$ cat src/rtl/trackball_pkg.sv
// Shared types and timing helpers for the trackball clock/direction pulse generator.
package trackball_pkg;

  typedef enum logic [1:0] {AX_IDLE, AX_SETUP, AX_HIGH, AX_LOW} ax_state_e;
  typedef enum logic [1:0] {T_IDLE, T_RUN, T_DONE} top_state_e;

  // High phase takes the floor half of the period, low phase the remainder.
  function automatic int unsigned high_cyc(input int unsigned period);
    return period / 2;
  endfunction

  function automatic int unsigned low_cyc(input int unsigned period);
    return period - (period / 2);
  endfunction

  function automatic int unsigned cnt_width(input int unsigned a, input int unsigned b,
                                            input int unsigned c);
    int unsigned m;
    m = a;
    if (b > m) m = b;
    if (c > m) m = c;
    return (m < 2) ? 1 : $clog2(m);
  endfunction

endpackage

$ cat src/rtl/quad_axis.sv
// One axis: direction setup delay, then a burst of clock pulses of the latched magnitude.
module quad_axis
  import trackball_pkg::*;
#(
  parameter int unsigned STEP_PERIOD = 1000,
  parameter int unsigned DIR_SETUP   = 100,
  parameter int unsigned DELTA_W     = 8
) (
  input  logic               clk_i,
  input  logic               rst_i,
  input  logic               start_i,
  input  logic [DELTA_W-1:0] mag_i,
  input  logic               neg_i,
  output logic               clk_o,
  output logic               dir_o,
  output logic               finish_o
);

  localparam int unsigned HIGH_CYC = high_cyc(STEP_PERIOD);
  localparam int unsigned LOW_CYC  = low_cyc(STEP_PERIOD);
  localparam int unsigned CNT_W    = cnt_width(DIR_SETUP, HIGH_CYC, LOW_CYC);

  ax_state_e          state_q;
  logic [CNT_W-1:0]   cnt_q;
  logic [DELTA_W-1:0] rem_q;
  logic               clk_q;
  logic               dir_q;

  // Combinational: high during the final cycle of the last low phase.
  assign finish_o = (state_q == AX_LOW) && (cnt_q == CNT_W'(LOW_CYC - 1)) &&
                    (rem_q == DELTA_W'(1));
  assign clk_o    = clk_q;
  assign dir_o    = dir_q;

  always_ff @(posedge clk_i) begin
    if (rst_i) begin
      state_q <= AX_IDLE;
      cnt_q   <= '0;
      rem_q   <= '0;
      clk_q   <= 1'b0;
      dir_q   <= 1'b0;
    end else begin
      case (state_q)
        AX_IDLE: begin
          // A zero magnitude never leaves idle, so dir keeps its old value.
          if (start_i && (mag_i != '0)) begin
            dir_q   <= ~neg_i;
            rem_q   <= mag_i;
            cnt_q   <= '0;
            state_q <= AX_SETUP;
          end
        end
        AX_SETUP: begin
          if (cnt_q == CNT_W'(DIR_SETUP - 1)) begin
            cnt_q   <= '0;
            clk_q   <= 1'b1;
            state_q <= AX_HIGH;
          end else begin
            cnt_q <= cnt_q + CNT_W'(1);
          end
        end
        AX_HIGH: begin
          if (cnt_q == CNT_W'(HIGH_CYC - 1)) begin
            cnt_q   <= '0;
            clk_q   <= 1'b0;
            state_q <= AX_LOW;
          end else begin
            cnt_q <= cnt_q + CNT_W'(1);
          end
        end
        AX_LOW: begin
          if (cnt_q == CNT_W'(LOW_CYC - 1)) begin
            cnt_q <= '0;
            if (rem_q == DELTA_W'(1)) begin
              rem_q   <= '0;
              state_q <= AX_IDLE;
            end else begin
              rem_q   <= rem_q - DELTA_W'(1);
              clk_q   <= 1'b1;
              state_q <= AX_HIGH;
            end
          end else begin
            cnt_q <= cnt_q + CNT_W'(1);
          end
        end
      endcase
    end
  end

endmodule

$ cat src/rtl/trackball_quad_gen.sv
// Trackball emulator: turns signed X/Y step requests into LETA clock/direction pulse bursts.
module trackball_quad_gen
  import trackball_pkg::*;
#(
  parameter int unsigned STEP_PERIOD = 1000,
  parameter int unsigned DIR_SETUP   = 100,
  parameter int unsigned DELTA_W     = 8
) (
  input  logic               GCLK,
  input  logic               reset,
  input  logic               req_valid,
  output logic               req_ready,
  input  logic [DELTA_W-1:0] dx,
  input  logic [DELTA_W-1:0] dy,
  output logic               busy,
  output logic               done,
  output logic               clk_x,
  output logic               dir_x,
  output logic               clk_y,
  output logic               dir_y
);

  top_state_e         state_q;
  logic               req_ready_q;
  logic               busy_q;
  logic               done_q;
  logic               fin_x_q;
  logic               fin_y_q;
  logic               accept;
  logic               zero_x;
  logic               zero_y;
  logic [DELTA_W-1:0] mag_x;
  logic [DELTA_W-1:0] mag_y;
  logic               ax_fin_x;
  logic               ax_fin_y;

  assign accept = (state_q == T_IDLE) && req_ready_q && req_valid;
  assign zero_x = (dx == '0);
  assign zero_y = (dy == '0);
  // Unsigned magnitude; the most negative code maps to 2^(DELTA_W-1).
  assign mag_x  = dx[DELTA_W-1] ? DELTA_W'(-dx) : dx;
  assign mag_y  = dy[DELTA_W-1] ? DELTA_W'(-dy) : dy;

  quad_axis #(
    .STEP_PERIOD(STEP_PERIOD),
    .DIR_SETUP  (DIR_SETUP),
    .DELTA_W    (DELTA_W)
  ) u_axis_x (
    .clk_i   (GCLK),
    .rst_i   (reset),
    .start_i (accept),
    .mag_i   (mag_x),
    .neg_i   (dx[DELTA_W-1]),
    .clk_o   (clk_x),
    .dir_o   (dir_x),
    .finish_o(ax_fin_x)
  );

  quad_axis #(
    .STEP_PERIOD(STEP_PERIOD),
    .DIR_SETUP  (DIR_SETUP),
    .DELTA_W    (DELTA_W)
  ) u_axis_y (
    .clk_i   (GCLK),
    .rst_i   (reset),
    .start_i (accept),
    .mag_i   (mag_y),
    .neg_i   (dy[DELTA_W-1]),
    .clk_o   (clk_y),
    .dir_o   (dir_y),
    .finish_o(ax_fin_y)
  );

  assign req_ready = req_ready_q;
  assign busy      = busy_q;
  assign done      = done_q;

  // Finish flags remember an axis that ended earlier; a zero axis is finished at accept.
  always_ff @(posedge GCLK) begin
    if (reset) begin
      state_q     <= T_IDLE;
      req_ready_q <= 1'b1;
      busy_q      <= 1'b0;
      done_q      <= 1'b0;
      fin_x_q     <= 1'b0;
      fin_y_q     <= 1'b0;
    end else begin
      case (state_q)
        T_IDLE: begin
          if (accept) begin
            req_ready_q <= 1'b0;
            fin_x_q     <= zero_x;
            fin_y_q     <= zero_y;
            if (zero_x && zero_y) begin
              done_q  <= 1'b1;
              state_q <= T_DONE;
            end else begin
              busy_q  <= 1'b1;
              state_q <= T_RUN;
            end
          end
        end
        T_RUN: begin
          fin_x_q <= fin_x_q | ax_fin_x;
          fin_y_q <= fin_y_q | ax_fin_y;
          if ((fin_x_q | ax_fin_x) && (fin_y_q | ax_fin_y)) begin
            busy_q  <= 1'b0;
            done_q  <= 1'b1;
            state_q <= T_DONE;
          end
        end
        T_DONE: begin
          done_q      <= 1'b0;
          req_ready_q <= 1'b1;
          state_q     <= T_IDLE;
        end
        default: state_q <= T_IDLE;
      endcase
    end
  end

endmodule

$ cat config.mk
export PLATFORM = sky130hd
export DESIGN_NAME = trackball_quad_gen
export DESIGN_NICKNAME = d
export VERILOG_FILES = /design/src/rtl/trackball_pkg.sv /design/src/rtl/quad_axis.sv /design/src/rtl/trackball_quad_gen.sv
export SDC_FILE = /design/constraint.sdc
export NUM_CORES = 1
export LEC_CHECK = 0
export ABC_AREA = 1
export CORE_MARGIN = 10
export CORE_UTILIZATION = 50
export DETAILED_ROUTE_END_ITERATION = 12
export GPL_TIMING_DRIVEN = 0
export HOLD_SLACK_MARGIN = 0.03
export MAX_ROUTING_LAYER = met4
export PLACE_DENSITY_LB_ADDON = 0.1
export RECOVER_POWER = 25
export SLEW_MARGIN = 15
export SYNTH_ARGS = -nofsm -noshare
export SYNTH_HDL_FRONTEND = slang
export SYNTH_HIERARCHICAL = 1
export SYNTH_SLANG_ARGS = --single-unit
$ cat constraint.sdc
create_clock -name GCLK -period 2.1 [get_ports GCLK]
set_input_delay 0.63 -clock GCLK [delete_from_list [all_inputs] [get_ports GCLK]]
set_output_delay 0.63 -clock GCLK [all_outputs]
set_load 0.005 [all_outputs]
==> results.py <==
metrics = {
    "die": {
        "die_h_um": 101,
        "fp-row-count": 29,
        "io_pins": 26,
        "start_util_pct": 51.3,
        "die_w_um": 101,
        "dieArea_mm2": 0.0101,
        "coreArea_mm2": 0.00631,
    },
    "synthesis": {
        "synth_area_leaders": "dfxtp_1 (30%), nand2_1 (12%), nor2_1 (11%)",
        "syn_area_mm2": 0.00324,
        "ys_warn_count": 6,
        "synth_edf_count": 0,
        "syn-num-nets": 538,
        "ys_seq_elements": 49,
        "synthCells": 511,
        "synth_cell_types": 29,
        "ys_async_sr_fraction_pct": 0,
        "avgSynthCellArea_um2": 6.34,
        "ys.flop_type": "dfxtp_1",
        "synth_top_cell_area_share_pct": 30.3,
        "synth_seq_area_share_pct": 30.3,
        "yosysMostFrequentCell": "nand2_1",
        "synth_top_cell_by_area": "dfxtp_1",
        "synth_commonest_cells": "nand2_1 (102), nor2_1 (95), nand3_1 (56)",
    },
    "cts": {
        "numCtsBuffers": 5,
        "clk_latency_ns": 0.31,
        "cts_buffer_depth": 2,
        "numClockSinks": 49,
        "h-tree-depth": 2,
        "cts-root-buf": "clkbuf_8",
        "cts_tree": "yes",
        "clkTransAtPathRegs_ns": 0.10,
        "cts_hold_buf": 0,
    },
    "placement": {
        "dpl.cell_count": 613,
        "gp_congestion": 0.882,
        "numPortBuffers": 25,
        "dp_slack_ns": -0.759,
        "dp_hpwl_um": 5650,
    },
    "critical_path": {
        "max_stage_delay_ns": 0.53,
        "end_kind": "register",
        "rr_worst_depth": 12,
        "worst_setup_path_start_kind": "input pin",
        "r2r_slack_ns": 0.24,
        "cp.required_ns": 2.30,
        "rr_endpoint": "busy",
        "slowest_stage": "clkdlybuf4s50_1",
        "cp_max_fo": 5,
        "crit_type": "in2reg",
        "cp.arrival_ns": 2.26,
        "path_common_cell": "nand2_1",
        "path_cells": "clkdlybuf4s50_1 -> xor2_2 -> nor2_1 -> nand2_1 -> o21ai_4 -> buf_12 -> nand2_4 -> nand3_2 -> nand2_1 -> nand2_1 -> nor2_1",
        "rr_startpoint": "u_axis_x/cnt_q[0]",
    },
    "job": {
        "cap_violations": 0,
    },
    "sta": {
        "fin_hold_ws_ns": 0.455,
        "max_freq_mhz": 487,
        "hold_viol": 0,
        "period_minus_slack_ns": 2.05,
        "relSlewSlack_pct": 73.2,
        "fin_skew_ns": 0.00596,
        "worst_pin_slew_ns": 0.402,
        "rsz0062_at_grt": "true",
        "setup_ws_ns": 0.0484,
        "setup_viol": 0,
        "setup_tns_ns": 0,
        "min_period_over_period_pct": 97.7,
        "final_max_slew_viol_count": 0,
    },
    "power_and_ir_drop": {
        "p_int_uw": 2390,
        "p_per_area_mw_per_mm2": 1070,
        "p_leak_uw": 0.00183,
        "p_comb_share_pct": 54.2,
        "seqPwrFrac_pct": 32.2,
        "clock_power_share_pct": 13.7,
        "vdd_drop_max_mv": 0.719,
        "switching_power_uw": 1980,
        "switching_share_pct": 45.3,
    },
    "cells_and_area": {
        "regArea_um2": 981,
        "final_nets": 594,
        "nFillCells": 554,
        "n_antenna_cell": 0,
        "finalNonFillerCells": 645,
        "drive_gt1_share_pct": 21.1,
        "syn2layout_area_growth_pct": 26.6,
        "multi_input_area_mm2": 0.00226,
    },
    "global_route": {
        "grt_usage_pct": 16.4,
        "first_global_vias": 3171,
        "grt_pass1_wl_um": 13800,
        "grt_max_degree": 18,
        "grt-ovfl-total": 0,
        "antenna_found_initial": 0,
    },
    "worst_hold_path": {
        "hp-start": "u_axis_y/clk_o",
        "hp-class": "reg2reg",
        "holdPathStages": 2,
        "hold_end": "u_axis_y/clk_o",
    },
    "detailed_routing": {
        "vias_per_cell": 5.31,
        "wl_per_cell_um": 13.1,
        "postRouteAntennaNets": 0,
        "first_pass_iters": 4,
        "vias": 3424,
        "drt_iter0_markers": 110,
        "routed_wl_um": 8450,
        "drcViolationCount": 0,
    },
    "run_status": {
        "outcome": "finished clean",
    },
}
-- worst max-delay path by stage --
stage,slack (ns),from,cells past startpoint,to
floorplan,0.05,dx[1],13,u_axis_x/state_q[0]
global placement,-0.71,dy[0],12,u_axis_y/dir_o
detailed placement,-0.76,dy[0],12,u_axis_y/dir_o
CTS,0.001,dy[0],16,u_axis_y/state_q[0]
global route,-0.05,dx[2],13,u_axis_x/state_q[0]
finish,0.05,dy[6],11,u_axis_y/state_q[0]
-- per-layer routing --
layer  global-route usage [%]  routed length [um]  up-vias
met3                     2.95                 307       14
met5                        -                   0        -
met1                     18.1                3540     1563
met2                     29.3                4460       73
met4                     4.46                 146        0
li1                         -                   -     1774
-- cells by family (layout without fill, tap and decap cells) --
family / count (synthesis) / in the layout / synth area share (%)
AO/OA/AOI/OAI: 80 / 80 / 13.9
XOR/XNOR: 20 / 20 / 5.40
adder cells (fa/ha/maj): 8 / 8 / 3.09
buffers and inverters: 59 / 115 / 6.99
flip-flops: 49 / 49 / 30.3
AND/OR/NAND/NOR: 295 / 296 / 40.3
-- flip-flops by register name (all words and copies together), names as in the netlist --
name,count
fin_y_q,1
u_axis_y/rem_q,8
u_axis_x/cnt_q,9
req_ready,1
u_axis_y/cnt_q,9
u_axis_x/state_q,2
done,1
state_q,2
u_axis_x/dir_o,1
u_axis_y/state_q,2
u_axis_x/clk_o,1
u_axis_x/rem_q,8
u_axis_y/dir_o,1
fin_x_q,1
busy,1
u_axis_y/clk_o,1
-- cell usage in the layout (no fill, tap or decap), types with 3 or more instances in the layout --
cell / synthesis / layout
nand2_1: 102 / 96
nor2_1: 95 / 84
nand3_1: 56 / 51
dfxtp_1: 49 / 49
inv_1: 47 / 41
o21ai_0: 43 / 38
a21oi_1: 25 / 24
buf_4: 0 / 19
nor2_2: 6 / 17
nand2_2: 10 / 15
inv_2: 4 / 9
xor2_1: 10 / 8
xnor2_1: 10 / 7
dlygate4sd2_1: 0 / 7
dlygate4sd3_1: 0 / 7
nand2_4: 4 / 6
buf_2: 4 / 6
ha_1: 8 / 6
nand3_2: 2 / 5
clkbuf_8: 0 / 5
a21oi_2: 3 / 4
clkbuf_2: 0 / 4
nand4_1: 4 / 4
o21bai_1: 4 / 4
nand3b_1: 4 / 4
nor3_2: 0 / 3
xnor2_2: 0 / 3
o21ai_4: 2 / 3
clkdlybuf4s50_1: 0 / 3
buf_12: 0 / 3
nor3_1: 6 / 3
-- critical path: cells and delay by family --
family          cells  cell delay [ns]
xor+xnor            1             0.23
simple gates        7             0.49
buf+inv             2             0.68
compound gates      1             0.20
-- area by class of cell --
type                            count  area share, %
Buffer                              8          0.853
Inverter                           51           4.72
Timing Repair Buffer               48           10.8
Clock buffer                        5           1.68
Tap cell                           77           2.35
Multi-Input combinational cell    404           55.1
Sequential cell                    49           23.9
Clock inverter                      3          0.610
-- through the flow --
step / total power, uW / instance area [um2] / utilization [%]
CTS: 4320 / 3930 / 62.2
global placement: 3500 / 3590 / 56.8
detailed placement: 3540 / 3590 / 56.8
floorplan: 3000 / 3240 / -
global route: 4800 / 4110 / 65.0
finish: 4370 / 4110 / 65.0
-- timing repair --
action,in CTS,in global routing
setup buffers,17,5
setup endpoints to repair,38,42
cloned,1,1
pin swaps,20,19
resized for setup,41,53
-- power by group through the flow --
| stage | combinational, uW | clock [uW] | sequential (uW) |
|---|---|---|---|
| global route | 2690 | 658 | 1450 |
| floorplan | 1620 | 0 | 1380 |
| detailed placement | 2110 | 0 | 1420 |
| global placement | 2080 | 0 | 1420 |
| finish | 2370 | 597 | 1410 |
| CTS | 2300 | 619 | 1400 |
Power figures use the tool's default switching activity.
